### src/rtl/adder_rr_arbiter.sv
// -----------------------------------------------------------------------------
// adder_rr_arbiter
//   Shares one W-bit ripple-carry adder between NREQ requesters. A round-robin
//   arbiter grants at most one request per cycle. The granted operands go
//   through the adder, and the sum is captured in a one-entry result register
//   that the consumer drains through a valid/ready port.
//
// Ports
//   clk, rst_n         clock, asynchronous active-low reset
//   req[NREQ]          per-requester request
//   req_a, req_b       per-requester operands, requester i in bits [i*W +: W]
//   req_cin[NREQ]      per-requester carry-in
//   gnt[NREQ]          one-hot grant (combinational); operands captured this edge
//   res_valid          result register holds an unconsumed result
//   res_ready          consumer takes the result on this edge when res_valid=1
//   res_id             index of the requester that owns the result
//   res_sum, res_carry A+B+cin (low W bits) and carry-out
//   dbg_state          FSM state (0 = EMPTY, 1 = FULL)
//
// Handshake (result port): a result transfers on a rising edge where
// res_valid=1 and res_ready=1. While res_valid=1 and res_ready=0, res_id,
// res_sum and res_carry hold steady. A new grant may load the slot on the
// same edge that drains it, which gives one operation per cycle.
// -----------------------------------------------------------------------------
module adder_rr_arbiter #(
  parameter int NREQ = 4,
  parameter int W    = 8,
  parameter int IDW  = 2
) (
  input  logic              clk,
  input  logic              rst_n,
  input  logic [NREQ-1:0]   req,
  input  logic [NREQ*W-1:0] req_a,
  input  logic [NREQ*W-1:0] req_b,
  input  logic [NREQ-1:0]   req_cin,
  output logic [NREQ-1:0]   gnt,
  output logic              res_valid,
  input  logic              res_ready,
  output logic [IDW-1:0]    res_id,
  output logic [W-1:0]      res_sum,
  output logic              res_carry,
  output logic              dbg_state
);

  typedef enum logic {ST_EMPTY = 1'b0, ST_FULL = 1'b1} state_e;

  state_e         state_q, state_d;
  logic [IDW-1:0] last_q, last_d;
  logic [IDW-1:0] id_q, id_d;
  logic [W-1:0]   sum_q, sum_d;
  logic           carry_q, carry_d;

  logic           slot_free;
  logic           gnt_any;
  logic [IDW-1:0] gnt_idx;
  logic [IDW-1:0] cand;
  logic [W-1:0]   op_a, op_b;
  logic           op_cin;
  logic [W-1:0]   sum_c;
  logic [W:0]     carry_c;

  // Index (base + k) modulo NREQ. This works for non-power-of-two NREQ.
  function automatic logic [IDW-1:0] wrap_idx(input logic [IDW-1:0] base, input int k);
    int s;
    s = (int'(base) + k) % NREQ;
    return IDW'(s);
  endfunction

  assign slot_free = (state_q == ST_EMPTY) || res_ready;

  // Round-robin search that starts one past the last granted requester.
  always_comb begin
    gnt_any = 1'b0;
    gnt_idx = '0;
    cand    = '0;
    for (int k = 1; k <= NREQ; k++) begin
      cand = wrap_idx(last_q, k);
      if (!gnt_any && req[cand]) begin
        gnt_any = 1'b1;
        gnt_idx = cand;
      end
    end
    // No grant while the slot is blocked or while reset is held.
    if (!rst_n || !slot_free) begin
      gnt_any = 1'b0;
    end
  end

  assign gnt = gnt_any ? (NREQ'(1) << gnt_idx) : '0;

  // Operand mux that feeds the shared adder.
  assign op_a   = req_a[int'(gnt_idx)*W +: W];
  assign op_b   = req_b[int'(gnt_idx)*W +: W];
  assign op_cin = req_cin[gnt_idx];

  // Ripple-carry chain of full-adder cells.
  always_comb begin
    sum_c      = '0;
    carry_c    = '0;
    carry_c[0] = op_cin;
    for (int i = 0; i < W; i++) begin
      sum_c[i]     = op_a[i] ^ op_b[i] ^ carry_c[i];
      carry_c[i+1] = (op_a[i] & op_b[i]) | (carry_c[i] & (op_a[i] ^ op_b[i]));
    end
  end

  // Next-state logic for the FSM and the result register.
  always_comb begin
    state_d = state_q;
    last_d  = last_q;
    id_d    = id_q;
    sum_d   = sum_q;
    carry_d = carry_q;
    case (state_q)
      ST_EMPTY: if (gnt_any) state_d = ST_FULL;
      ST_FULL:  if (res_ready && !gnt_any) state_d = ST_EMPTY;
      default:  state_d = ST_EMPTY;
    endcase
    if (gnt_any) begin
      last_d  = gnt_idx;
      id_d    = gnt_idx;
      sum_d   = sum_c;
      carry_d = carry_c[W];
    end
  end

  always_ff @(posedge clk or negedge rst_n) begin
    if (!rst_n) begin
      state_q <= ST_EMPTY;
      last_q  <= IDW'(NREQ - 1);
      id_q    <= '0;
      sum_q   <= '0;
      carry_q <= 1'b0;
    end else begin
      state_q <= state_d;
      last_q  <= last_d;
      id_q    <= id_d;
      sum_q   <= sum_d;
      carry_q <= carry_d;
    end
  end

  assign res_valid = (state_q == ST_FULL);
  assign res_id    = id_q;
  assign res_sum   = sum_q;
  assign res_carry = carry_q;
  assign dbg_state = state_q;

endmodule

### config.mk
export PLATFORM = sky130hd
export DESIGN_NAME = adder_rr_arbiter
export DESIGN_NICKNAME = d
export VERILOG_FILES = /design/src/rtl/adder_rr_arbiter.sv
export SDC_FILE = /design/constraint.sdc
export NUM_CORES = 1
export LEC_CHECK = 0
export ABC_AREA = 1
export BUFFER_PORTS_ARGS = -buffer_cell sky130_fd_sc_hd__buf_4
export CORE_MARGIN = 4
export CORE_UTILIZATION = 40
export DETAILED_ROUTE_END_ITERATION = 10
export GPL_TIMING_DRIVEN = 0
export PLACE_DENSITY = 0.78
export SYNTH_ARGS = -nofsm -noshare
export SYNTH_HDL_FRONTEND = slang
export SYNTH_SLANG_ARGS = --single-unit
### constraint.sdc
create_clock -name clk -period 6.63 [get_ports clk]
set_input_delay 0 -clock clk [delete_from_list [all_inputs] [get_ports clk]]
set_output_delay 0 -clock clk [all_outputs]
set_load 0.005 [all_outputs]
# --- Word level (Yosys, flattened, before mapping) ---
# Cells that the tools add are included.
op_classes:
  add_sub_neg: 4
  multipliers: 0
  div_mod_pow: 0
  magnitude_cmp: 5
  eq_ne: 0
  shift: 3
  muxes: 23
  n_bitwise: 41
  reduce_logical: 12
ops:
  columns: ["operator", "n"]
  rows:
  - ["$shiftx A32 B6 Y8", 2]
  - ["$and A1 B1 Y1", 16]
  - ["$xor A1 B1 Y1", 16]
  - ["$lt A2 B3 Y1 const B", 5]
  - ["$mux W1", 12]
  - ["$bmux W1 S2", 5]
  - ["$mux W2", 4]
  - ["$or A1 B1 Y1", 8]
  - ["$logic_not A1 Y1", 6]
  - ["$add A2 B1 Y2 const B", 2]
  - ["$add A2 B2 Y2 const B", 2]
  - ["$logic_and A1 B1 Y1", 4]
  - ["$mux W4", 1]
  - ["$shl A1 B2 Y4 const A", 1]
  - ["$logic_or A1 B1 Y1", 2]
  - ["$pmux W1 S2", 1]
  - ["$not A1 Y1", 1]
word_totals:
  regBits: 14
  latchBits: 0
  ram_bits: 0
  rom_bits: 0
  in_bits: 75
  elab_cells: 93
  memories: 0

# --- Depth between registers and ports, before layout ---
depth:
  depth_word: 31
  mapped_depth: 27
  depth_no_buf: 25

# --- Least setup slack after synthesis ---
# No wires, ideal clock.
synth_timing:
  path_kind: "flip-flop to flip-flop"
  startpoint: "reg last_q[0]"
  endpoint: "reg sum_q[7] (netlist: res_sum[7])"
  arrival_ps: 4263
  required_time_ps: 6513
  path_slack_ps: 2251
  path_stages_with_launch: 27
  period_less_slack_ps: 4379
  cell_sequence: "dfstp_2 -> buf_6 -> inv_6 -> nand2_2 -> nand2_1 -> nand2_2 -> nand2_2 -> nor2_4 -> nand2_1 -> nor2_2 -> nand2_1 -> nand2_1 -> buf_6 -> nand3_1 -> nand2_1 -> fa_1 -> fa_1 -> fa_1 -> inv_1 -> fa_1 -> fa_1 -> fa_1 -> fa_1 -> inv_1 -> fa_1 -> nand2_1 -> nand2_1"
synth_via:
  elab_chain_cells: 30
synth_lines:
  columns: ["item", "line_no", "text"]
  rows:
  - ["from (decl)", "48", "logic [IDW-1:0] last_q, last_d;"]
  - ["from (signal assigned)", "130", "last_q <= IDW'(NREQ - 1);"]
  - ["from (signal assigned)", "136", "last_q <= last_d;"]
  - ["$add A2 B1 Y2", "65", "s = (int'(base) + k) % NREQ;"]
  - ["$bmux W1 S2", "78", "if (!gnt_any && req[cand]) begin"]
  - ["$mux W1 (not written as such)", "78", null]
  - ["$mux W1", "78", null]
  - ["$logic_not A1 Y1", "78", null]
  - ["$logic_and A1 B1 Y1", "78", null]
  - ["$mux W1", "78", null]
  - ["$logic_not A1 Y1", "78", null]
  - ["[... 15 more ...]", null, null]
  - ["$and A1 B1 Y1", "103", "carry_c[i+1] = (op_a[i] & op_b[i]) | (carry_c[i] & (op_a[i] ^ op_b[i]));"]
  - ["$or A1 B1 Y1", "103", null]
  - ["$and A1 B1 Y1", "103", null]
  - ["$or A1 B1 Y1", "103", null]
  - ["$and A1 B1 Y1", "103", null]
  - ["$or A1 B1 Y1", "103", null]
  - ["$xor A1 B1 Y1 *", "102", "sum_c[i] = op_a[i] ^ op_b[i] ^ carry_c[i];"]
  - ["named net sum_c[7]", "59", "logic [W-1:0] sum_c;"]
  - ["to (signal assigned)", "138", "sum_q <= sum_d;"]
  - ["to (decl)", "50", "logic [W-1:0] sum_q, sum_d;"]
# The timed path passes the listed nets; every way through them passes the cells marked *. The select of a mux whose other input is x is not followed.
# A chain may end at the register's enable or synchronous reset.

# --- Worst setup path after layout ---
layout_timing:
  startpoint: "reg last_q[1]"
  endpoint: "reg sum_q[7] (netlist: res_sum[7])"
# Same word-level chain as after synthesis.

==> flow_summary.ini <==
[run_status]
status = finished, final reports clean

[pwr]
p_sw_share_pct = 54.0
share_comb_of_total_power_pct = 87.4
pwr-share-clk_pct = 3.8
p_per_area_nw_per_um2 = 703
p_total_mw = 1.84
p_int_uw = 847
power_leakage_nw = 1.55
p_sw_uw = 994
irDropWorstVdd_mv = 0.406
seqPwrFrac_pct = 8.8

[timing]
max_freq_mhz = 207
final-setup-viol-count = 0
setup_tns_ns = 0
finalCritPeriodShare_pct = 72.9
rsz0062_at_grt = no
layout_min_cycle_time_ns = 4.83
finalHoldViolations = 0
finalHoldWorstSlack_ns = 0.149
slew_headroom_pct = 78.5
worst_pin_slew_ns = 0.322
final_max_slew_viol_count = 0
setup_ws_ns = 1.80
fin_skew_ns = 0.00218

[setup_path]
cp_top_family = adder cells
cp.arrival_ns = 4.97
crit_type = flop to flop
cp_num_buf_inv = 5
critPathLaunchType = flop
crit_fanout = 10
cp_common_cell = fa_1
cpMaxStageDelayCell = dfstp_2
critPathRequiredTime_ns = 6.77
end_kind = flop
critPathMaxStageDelay_ns = 0.52

[synthesis]
synth_area_sq_um = 1810
post-synth-top-area-fraction_pct = 21.6
syn_inst = 296
synth_warnings = 0
synthTopCellsByArea = nand2_1, nand3_1, dfrtp_1
ys_seq_elements = 14
synth_cell_types = 23
avgSynthCellArea_sq_um = 6.10
syn-num-nets = 379
synth.largest_area_cell = nand2_1
ys_seq_area_share_pct = 19.5

[cts]
ctsHoldBuffers = 2
post_cts_buffers = 0
numCtsBuffers = 3
cts.sinks = 14
clk_latency_ns = 0.24
htreeDepth = 1
clock-root-buffer = clkbuf_8
cts.path.max_buffers = 2
path_clk_slew_ns = 0.05
ctsResizeCount = 0
cts_tree = built

[floorplanning]
die_w_um = 75.2
die_y_um = 75.2
ios = 92
num_rows = 24
dieArea_sq_um = 5660
coreArea_sq_um = 4350
initial_core_util_pct = 41.5

[global_route]
antenna_found_initial = 0
grt_pass1_wl_mm = 8.44
grt_pass1_vias = 1934
grt_max_degree = 16
grt_usage_pct = 18.9
overflow = 0

[place]
port-buffer-count = 91
place_area_sq_um = 2550
place_ws_ns = 1.83
hpwl_mm = 4.51
gp_congestion = 0.919

[finish]
fin_area_sq_um = 2620
fillers = 418
final_nets = 477
layout-drive-gt1-share_pct = 34.4
syn2layout_area_growth_pct = 45.0
diodes = 0
final_common_cell = nand2_1
layout_common_cells = nand2_1, buf_4, nand3_1

[detailed_routing]
wl_per_cell_um = 12.1
ant_nets = 0
viasPerCell = 4.82
drtPass1Iterations = 4
finalWirelength_mm = 5.40
drc = 0
initialDrtViolationCount = 84
num_vias = 2143

[worst_hold_path]
hold_path_class = input port to asynchronous set/reset pin

[flow_run]
drv_cap = 0
final cells by class:
cell class | count | area, sq um | area share (%)
inverter | 49 | 191 | 7.31
tap | 52 | 65.1 | 2.48
multi-input combinational | 217 | 1130 | 43.0
clock buffer | 4 | 45.0 | 1.72
sequential | 14 | 353 | 13.5
buffer | 16 | 135 | 5.16
timing repair buffer | 93 | 703 | 26.8
power groups by stage:
stage	Sequential (mW)	Combinational (mW)	Clock (mW)
floorplan	0.164	1.14	0
global placement	0.162	1.55	0
detailed placement	0.163	1.61	0
CTS	0.163	1.61	0.0727
global route	0.167	1.83	0.0754
finish	0.162	1.61	0.0704
sequential cells by signal, indices dropped and copies added (netlist names):
signal     cells
res_carry      1
res_sum        8
res_id         2
last_q         2
dbg_state      1
stage by stage:
stage | instances | util [%]
finish | 445 | 60.2
CTS | 445 | 60.2
global route | 445 | 60.2
global placement | 439 | 58.7
detailed placement | 439 | 58.7
floorplan | 296 | -
cells by family (layout without fill, tap and decap cells):
kind of cell | after synthesis | in the layout | synth area share (%)
AOI/OAI and AO/OA | 9 | 9 | 3.26
adders and majority gates | 8 | 8 | 8.86
buffers and inverters | 65 | 162 | 18.1
DFF | 14 | 14 | 19.5
and+or+nand+nor | 200 | 200 | 50.3
synthesized netlist by cell type, drive strengths merged:
library cell  instances
a21oi                 1
buf                  16
dfrtp                12
dfstp                 2
fa                    8
inv                  49
nand2               118
nand3                74
nand4                 1
nor2                  7
o21a                  1
o21ai                 7
layer usage:
layer | track usage [%] | up-vias | wire (um)
met5 | 0 | - | 0
met4 | 2.91 | 0 | 33
met3 | 2.54 | 3 | 454
met2 | 32.5 | 75 | 2660
met1 | 25.8 | 958 | 2260
li1 | - | 1107 | -
path summary, 6_finish.rpt:
kind | from | end | slack, ns | cells past startpoint
max | last_q[1] | res_sum[7] | 1.80 | 26
min in group clk | req_cin[1] | res_sum[0] | 0.32 | 8
max in group asynchronous | rst_n | last_q[0] | 6.24 | 2
min reg2reg | res_id[0] | res_id[0] | 0.48 | 2
max reg2reg | last_q[1] | res_sum[7] | 1.80 | 26
min | rst_n | res_sum[3] | 0.15 | 2
Note: power is estimated with default switching activity, not from simulation.
